### src/rtl/alu_wide_op_sequencer.sv
// ----------------------------------------------------------------------------
// alu_wide_op_sequencer
//
// Purpose:
//   Runs 32-bit ADD/ADC/XOR/AND operations on a 16-bit ALU. The low word is
//   computed first, then the high word. The high word uses the carry that the
//   ALU latched from the low word. The two 16-bit results and the ALU flags
//   are then folded into a 32-bit result with 32-bit {Z,C,N,O} flags.
//   While an operation is in flight, this block owns the ALU write-flag
//   strobe (alu_wf).
//
// Ports:
//   clk          in   1   system clock, all state updates on the rising edge
//   rst_n        in   1   asynchronous active-low reset
//   req_valid    in   1   request present
//   req_ready    out  1   high only when idle; accept on req_valid & req_ready
//   req_op       in   2   00 ADD32, 01 ADC32, 10 XOR32, 11 AND32
//   req_a        in   32  operand A
//   req_b        in   32  operand B
//   resp_valid   out  1   result present
//   resp_ready   in   1   consumer takes result on resp_valid & resp_ready
//   resp_data    out  32  {hi,lo} result
//   resp_flags   out  4   {Z,C,N,O} of the 32-bit operation
//   alu_a        out  16  ALU operand A
//   alu_b        out  16  ALU operand B
//   alu_fun_sel  out  5   ALU function select
//   alu_wf       out  1   ALU flag write enable
//   alu_out      in   16  ALU combinational result
//   alu_flags    in   4   ALU latched flags {Z,C,N,O}
// ----------------------------------------------------------------------------
module alu_wide_op_sequencer (
    input  logic        clk,
    input  logic        rst_n,
    input  logic        req_valid,
    output logic        req_ready,
    input  logic [1:0]  req_op,
    input  logic [31:0] req_a,
    input  logic [31:0] req_b,
    output logic        resp_valid,
    input  logic        resp_ready,
    output logic [31:0] resp_data,
    output logic [3:0]  resp_flags,
    output logic [15:0] alu_a,
    output logic [15:0] alu_b,
    output logic [4:0]  alu_fun_sel,
    output logic        alu_wf,
    input  logic [15:0] alu_out,
    input  logic [3:0]  alu_flags
);

    typedef enum logic [2:0] {
        IDLE = 3'd0,
        LO   = 3'd1,
        HI   = 3'd2,
        FIN  = 3'd3,
        RESP = 3'd4
    } state_t;

    localparam logic [4:0] FS_IDLE = 5'b10000;
    localparam logic [4:0] FS_ADD  = 5'b10100;
    localparam logic [4:0] FS_ADC  = 5'b10101;
    localparam logic [4:0] FS_AND  = 5'b10111;
    localparam logic [4:0] FS_XOR  = 5'b11001;

    state_t      state;
    logic [1:0]  op_q;
    logic [31:0] a_q;
    logic [31:0] b_q;
    logic [15:0] res_lo;
    logic [15:0] res_hi;
    logic        z_lo;

    // The low word of ADD32 must ignore the ALU's stale carry. ADC32 chains
    // that carry in.
    function automatic logic [4:0] lo_code(input logic [1:0] op);
        case (op)
            2'b00:   lo_code = FS_ADD;
            2'b01:   lo_code = FS_ADC;
            2'b10:   lo_code = FS_XOR;
            default: lo_code = FS_AND;
        endcase
    endfunction

    // The high word of both add flavours takes the carry out of the low word.
    function automatic logic [4:0] hi_code(input logic [1:0] op);
        case (op)
            2'b00,
            2'b01:   hi_code = FS_ADC;
            2'b10:   hi_code = FS_XOR;
            default: hi_code = FS_AND;
        endcase
    endfunction

    // Single sequencing FSM. The ALU drive signals are registered one state
    // ahead: the edge that enters a state loads the values that state needs.
    // Z of the full result needs both halves to be zero. The low-half Z is
    // still in the ALU flag latch at the HI edge, so it is saved then. The
    // high-half flags are read at the FIN edge, once the ALU has latched them.
    always_ff @(posedge clk or negedge rst_n) begin
        if (!rst_n) begin
            state       <= IDLE;
            op_q        <= '0;
            a_q         <= '0;
            b_q         <= '0;
            res_lo      <= '0;
            res_hi      <= '0;
            z_lo        <= 1'b0;
            req_ready   <= 1'b1;
            resp_valid  <= 1'b0;
            resp_data   <= '0;
            resp_flags  <= '0;
            alu_a       <= '0;
            alu_b       <= '0;
            alu_fun_sel <= FS_IDLE;
            alu_wf      <= 1'b0;
        end else begin
            case (state)
                IDLE: begin
                    if (req_valid && req_ready) begin
                        op_q        <= req_op;
                        a_q         <= req_a;
                        b_q         <= req_b;
                        alu_a       <= req_a[15:0];
                        alu_b       <= req_b[15:0];
                        alu_fun_sel <= lo_code(req_op);
                        alu_wf      <= 1'b1;
                        req_ready   <= 1'b0;
                        state       <= LO;
                    end
                end
                LO: begin
                    res_lo      <= alu_out;
                    alu_a       <= a_q[31:16];
                    alu_b       <= b_q[31:16];
                    alu_fun_sel <= hi_code(op_q);
                    state       <= HI;
                end
                HI: begin
                    res_hi      <= alu_out;
                    z_lo        <= alu_flags[3];
                    alu_a       <= '0;
                    alu_b       <= '0;
                    alu_fun_sel <= FS_IDLE;
                    alu_wf      <= 1'b0;
                    state       <= FIN;
                end
                FIN: begin
                    resp_data  <= {res_hi, res_lo};
                    resp_flags <= {z_lo & alu_flags[3], alu_flags[2:0]};
                    resp_valid <= 1'b1;
                    state      <= RESP;
                end
                RESP: begin
                    if (resp_ready) begin
                        resp_valid <= 1'b0;
                        req_ready  <= 1'b1;
                        state      <= IDLE;
                    end
                end
                default: begin
                    alu_a       <= '0;
                    alu_b       <= '0;
                    alu_fun_sel <= FS_IDLE;
                    alu_wf      <= 1'b0;
                    resp_valid  <= 1'b0;
                    req_ready   <= 1'b1;
                    state       <= IDLE;
                end
            endcase
        end
    end

endmodule

### config.mk
export PLATFORM = sky130hd
export DESIGN_NAME = alu_wide_op_sequencer
export DESIGN_NICKNAME = d
export VERILOG_FILES = /design/src/rtl/alu_wide_op_sequencer.sv
export SDC_FILE = /design/constraint.sdc
export NUM_CORES = 1
export LEC_CHECK = 0
export ABC_CLOCK_PERIOD_IN_PS = 2350
export CORE_ASPECT_RATIO = 0.75
export CORE_MARGIN = 2
export CORE_UTILIZATION = 48
export DETAILED_ROUTE_END_ITERATION = 8
export PLACE_DENSITY = 0.81
export SETUP_SLACK_MARGIN = 0.4
export SLEW_MARGIN = 10
export SYNTH_ARGS = -nofsm -noshare
export SYNTH_HDL_FRONTEND = slang
export SYNTH_SLANG_ARGS = --single-unit
### constraint.sdc
create_clock -name clk -period 2.35 [get_ports clk]
set_input_delay 0.5875 -clock clk [delete_from_list [all_inputs] [get_ports clk]]
set_output_delay 0.5875 -clock clk [all_outputs]
set_load 0.02 [all_outputs]
==> results_dict.tcl, run 1 <==
set metrics [dict create \
    path_clk_slew_ns 0.06 \
    cp_top_family "buffers and inverters" \
    num_vias 3935 \
    firstDrtPassIters 5 \
    syn2layout_area_growth_pct 40.08 \
    critical_path_class "input port to flop" \
    min_period_ns 1.817 \
    fin_cells 757 \
    drc_errors 0 \
    max_freq_mhz 550.3 \
    syn_nets 503 \
    critPathCaptureType "flop" \
    final_antenna_net_count 0 \
    clock_latency_ns 0.41 \
    die_y_um 99.87 \
    synthMostInstantiatedCell "dfrtp_1" \
    via_per_inst 5.198 \
    min_path_type "input port to async pin" \
    grt_pass1_vias 4425 \
    status "finished clean" \
    yosysTopAreaCell "dfrtp_1" \
    seq_area_frac_synth 0.6171 \
    ys_warn_count 0 \
    yosysTopAreaCellShare 0.6126 \
    start_util 0.4992 \
    max_stage_delay_ns 0.54 \
    cap_viol_max_count 0 \
    period_share 0.7732 \
    multiInputGateArea_um2 2097 \
    worstMarginPinSlew_ns 0.5216 \
    finalClockSkew_ns 0.005275 \
    synthTopCellsByCount "144 x dfrtp_1, 91 x mux2_2, 55 x nand2_1" \
    num-fill-cells 834 \
    ys_types 29 \
    drt_wl_total_um 13350 \
    cts.sinks 145 \
    ys_ff_latch 145 \
    diodes 0 \
    antenna_found_initial 0 \
    critical_path_required_ns 2.64 \
    grt_first_pass_wirelength_um 22660 \
    power_switching_mw 4.170 \
    final_layout_size_suffix_gt1_frac 0.2437 \
    crit_fanout 36 \
    sw_frac_of_total 0.3512 \
    rows 34 \
    grt_util_met1 0.2786 \
    use_met2 0.3576 \
    die_w_um 131.8 \
    hold_buffers 0 \
    avgSynthCellArea_um2 14.24 \
    hold_viol 0 \
    cts_tree "yes" \
    dpl.cell_count 724 \
    arrival_ns 2.11 \
    preCtsSetupSlack_ns 0.1233 \
    synth_edf_count 0 \
    power_frac_seq 0.369 \
    synth_area_um2 5882 \
    setup_tns_ns 0 \
    combPwrFrac 0.400 \
    dieArea_um2 13160 \
    startpoint_type "input port" \
    setup_viol 0 \
    critical_path.slowest_cell "clkdlybuf4s50_1" \
    place_congestion 0.7699 \
    p_leak_nw 3.894 \
    grt_use_total 0.2195 \
    num_io_pins 166 \
    intPower_mw 7.704 \
    busiest_layer "met2" \
    seqCellArea_um2 3631 \
    synthTopCellsByArea "dfrtp_1 61%, mux2_2 17%, mux2_1 5.9%, a22o_1 4.9%, nand2_1 3.5%" \
    core_um2 11780 \
    drtIter0Drc 120 \
    use_met3 0.07222 \
    cts_buffers 17 \
    nets 672 \
    async_flop_share 1.000 \
    h-tree-depth 4 \
    cp_num_buf_inv 2 \
    cp_cell_sequence "clkdlybuf4s50_1 > nand3b_1 > a21boi_4 > buf_12 > mux2_1" \
    layout_setup_ws_ns 0.5329 \
    hpwlAfterDp_um 9127 \
    ir_drop_v 0.0009935 \
    p_per_area_nw_per_um2 1441 \
    wl_per_cell_um 17.64 \
    io_buffers 164 \
    pwr-share-clk 0.231 \
    slew_violations 0 \
    root_buffer "clkbuf_16" \
    clock_path_buffers 2 \
    syn_inst 413 \
    synth-main-ff-cell "dfrtp_1" \
    rrSetupSlack_ns 0.56 \
    grt_max_degree 50 \
    max_slew_margin 0.6522 \
    rsz0062_at_grt "no" \
    grt_overflow 0 \
]
[final cells by class]
class / count / area share
clock buffers: 18 / 0.05330
clock inverters: 14 / 0.02050
inverters: 1 / 0.0004556
multi-input cells: 240 / 0.2545
flip-flops and latches: 145 / 0.4407
well taps: 162 / 0.02460
repair buffers: 177 / 0.2059
[power by group through the flow]
stage               combinational (mW)  clock, mW  sequential, mW
floorplan                         2.65          0            4.88
global placement                  4.97          0            4.35
detailed placement                5.15          0            4.43
CTS                               4.80       2.80            4.38
global route                      5.14       2.91            4.54
finish                            4.75       2.74            4.38
[routing by layer]
metal	share of wire	wire, µm
met5	0	0
met4	0.017	233
met3	0.065	869
met2	0.48	6353
met1	0.44	5893
[flip-flops by register name (all words and copies together), names as in the netlist]
name	flops
res_hi	16
b_q	16
resp_flags	4
state	3
alu_b	16
resp_valid	1
resp_data	32
req_ready	1
a_q	16
alu_fun_sel	4
res_lo	16
alu_wf	1
z_lo	1
alu_a	16
op_q	2
[repair_timing]
action,in CTS,in global routing
endpoints found under the setup margin,74,54
buffers inserted,0,1
resized for setup,74,4
[per-stage QoR]
stage / hold slack (ns) / utilization / power, mW / cell area (µm²)
after detailed placement: 0.4609 / 0.6548 / 9.582 / 7716
after floorplan: 0.2919 / - / 7.531 / 5882
final: 0.1050 / 0.6992 / 11.87 / 8239
after global placement: 0.4540 / 0.6548 / 9.319 / 7716
after CTS: 0.1130 / 0.6986 / 11.99 / 8232
after global routing: 0.1176 / 0.6992 / 12.60 / 8239
[worst paths after layout]
kind | start | to | depth (start not counted)
worst max-delay path | req_valid | alu_a[6] | 5
worst min-delay path | rst_n | res_hi[14] | 1
worst max register to register | state[0] | resp_data[14] | 3
worst min register to register | res_lo[11] | res_lo[11] | 2
max in group asynchronous | rst_n | alu_b[8] | 2
min in group clk | res_lo[11] | res_lo[11] | 2
[cell families (layout without fill, tap and decap cells)]
logic type	count (synthesis)	count (layout)	share of synthesized area
flops	145	145	0.6171
mux	122	122	0.2336
simple gates	72	72	0.05573
compound gates	44	44	0.06084
buf+inv	28	210	0.03063
other cells	1	1	0.0006376
xor+xnor	1	1	0.001489
[cells in the final DEF (no fill, tap or decap), drive strengths merged]
cell             n
a22o            33
inv              8
o22ai            2
nand2b           3
nor3             3
clkinvlp         1
and3             1
nand2           55
dlymetal6s2s     1
or3b             1
clkbuf          19
xnor2            1
a32o             1
dfrtp          144
o2bb2ai          1
nor3b            2
a21oi            3
dlygate4sd2     73
nor2             4
conb             1
clkinv           4
nand3b           2
dfstp            1
a21boi           1
clkdlybuf4s50   88
bufinv           2
o21ai            3
buf             14
mux2           122
or3              1
Power figures use the tool's default switching activity.
==> run 2, diff against run 1 <==
- ABC_CLOCK_PERIOD_IN_PS: 2350 -> 1550
- CORE_UTILIZATION: 48 -> 43
- PLACE_DENSITY: 0.81 -> 0.77
- clock period: 2.35 -> 1.55 ns (I/O delays scaled with it)
==> results_dict.tcl, run 2 (synthesis results as in run 1) <==
set metrics [dict create \
    rows 36 \
    num_io_pins 166 \
    place_congestion 0.7384 \
    cts.sinks 145 \
    h-tree-depth 4 \
    firstDrtPassIters 6 \
    postPlaceCellArea_um2 8113 \
    grt_pass1_vias 4651 \
    worstSetupStartpoint "req_ready" \
    p_leak_nw 4.995 \
    root_buffer "clkbuf_16" \
    nets 768 \
    drt_wl_total_um 17470 \
    post-route-cell-area_um2 10240 \
    startpoint_type "flop" \
    failed_checks "negative setup slack" \
    clock_latency_ns 0.41 \
    io_buffers 164 \
    crit_fanout 7 \
    hold_viol 0 \
    layout_commonest_cell "dfrtp_1" \
    period_share 1.078 \
    grt_first_pass_wirelength_um 25900 \
    max_freq_mhz 598.5 \
    path_clk_slew_ns 0.06 \
    reg2reg_from "req_ready" \
    power_mw 24.29 \
    rrSetupSlack_ns -0.12 \
    grt_overflow 0 \
    layout_setup_ws_ns -0.1208 \
    setup_viol 59 \
    grt_use_total 0.2243 \
    hpwlAfterDp_um 10040 \
    start_util 0.4472 \
    dpl.cell_count 753 \
    grt_max_degree 44 \
    antenna_found_initial 0 \
    min_path_type "input port to async pin" \
    cts_tree "yes" \
    syn2layout_area_growth_pct 74.03 \
    ir_drop_v 0.001305 \
    finalClockSkew_ns 0.01006 \
    critical_path_required_ns 1.84 \
    drtIter0Drc 186 \
    crit_path_end "alu_a[1]" \
    critPathCaptureType "flop" \
    reg2reg_to "alu_a[1]" \
    arrival_ns 1.96 \
    regMostFlops "resp_data" \
    wl_per_cell_um 20.26 \
    die_y_um 105.3 \
    rsz0062_at_grt "yes" \
    final_antenna_net_count 0 \
    min_period_ns 1.671 \
    largest_reg_flops 32 \
    preCtsSetupSlack_ns -0.4027 \
    num_vias 4475 \
    final_cell_mix "141 x dfrtp_1, 106 x mux2_4, 100 x buf_6" \
    critical_path_class "flop to flop" \
    diodes 0 \
    p_per_area_nw_per_um2 2373 \
    r2r_cells 5 \
    drc_errors 0 \
    status "finished, violations left" \
    die_w_um 139.1 \
    cts_buffers 17 \
    via_per_inst 5.191 \
    dieArea_um2 14640 \
    final_layout_size_suffix_gt1_frac 0.5514 \
    core_um2 13150 \
    slew_violations 0 \
    fin_cells 862 \
    clock_path_buffers 2 \
    cap_viol_max_count 0 \
]
run 2: cell types whose count changed in the layout (fill, tap and decap cells not counted), moves of 6 or more:
cell / before / now
buf_12: 4 / 11
buf_16: 0 / 7
buf_4: 9 / 58
buf_6: 1 / 100
buf_8: 0 / 6
dlygate4sd2_1: 73 / 0
mux2_1: 31 / 9
mux2_2: 91 / 7
mux2_4: 0 / 106
nand2_1: 55 / 16
nand2_2: 0 / 18
nand2_4: 0 / 21
run 2: repair_timing:
item / 4_1_cts / 5_1_grt
endpoints found under the setup margin: 216 / 219
cloned: 7 / 3
endpoints found under the hold margin: 37 / 0
hold buffers: 1 / 0
pin swaps: 21 / 47
setup buffers: 28 / 38
resized for setup: 538 / 92
run 2: power by group:
group,switching [mW],internal (mW)
sequential,1.40,5.62
combinational,5.00,7.78
clock,1.62,2.88
total,8.02,16.3
run 2: layout make-up:
cell class	instances	area (µm²)
well taps	171	214.0
clock buffers	20	436.7
fillers	757	2917
multi-input cells	240	2736
repair buffers	273	3005
clock inverters	12	206.4
flip-flops and latches	145	3633
inverters	1	3.754
run 2: stage by stage:
| step | hold slack (ns) | util | TNS (ns) |
|---|---|---|---|
| floorplan | 0.09191 | - | -2.673 |
| global placement | 0.3385 | 0.6168 | -21.17 |
| detailed placement | 0.3442 | 0.6168 | -22.04 |
| CTS | 0.4742 | 0.7250 | -1.379 |
| global route | 0.4808 | 0.7783 | -7.019 |
| finish | 0.4617 | 0.7783 | -4.082 |
run 2: how the worst min path moves through the flow:
stage	start	endpoint	slack, ns	cells after the start
6_report	rst_n	resp_data[20]	0.46	2
5_1_grt	rst_n	resp_data[16]	0.48	2
4_1_cts	rst_n	res_hi[0]	0.47	2
3_5_place_dp	rst_n	res_hi[0]	0.34	1
3_3_place_gp	rst_n	res_hi[0]	0.34	1
2_1_floorplan	rst_n	a_q[16]	0.09	0
run 2: per-layer routing:
layer  global-route usage  share of wire  vias to the layer above
li1                     -              -                     1998
met4              0.06494          0.012                        0
met3              0.04543          0.042                       17
met2               0.3564           0.49                      131
met5                    0              0                        -
met1               0.3158           0.46                     2329
run 2: worst max-delay path, stage by stage (launching register included):
cell,delay [ns]
dfstp_2,0.55
nand3b_1,0.16
a21boi_4,0.21
buf_12,0.15
clkbuf_16,0.17
mux2_4,0.30
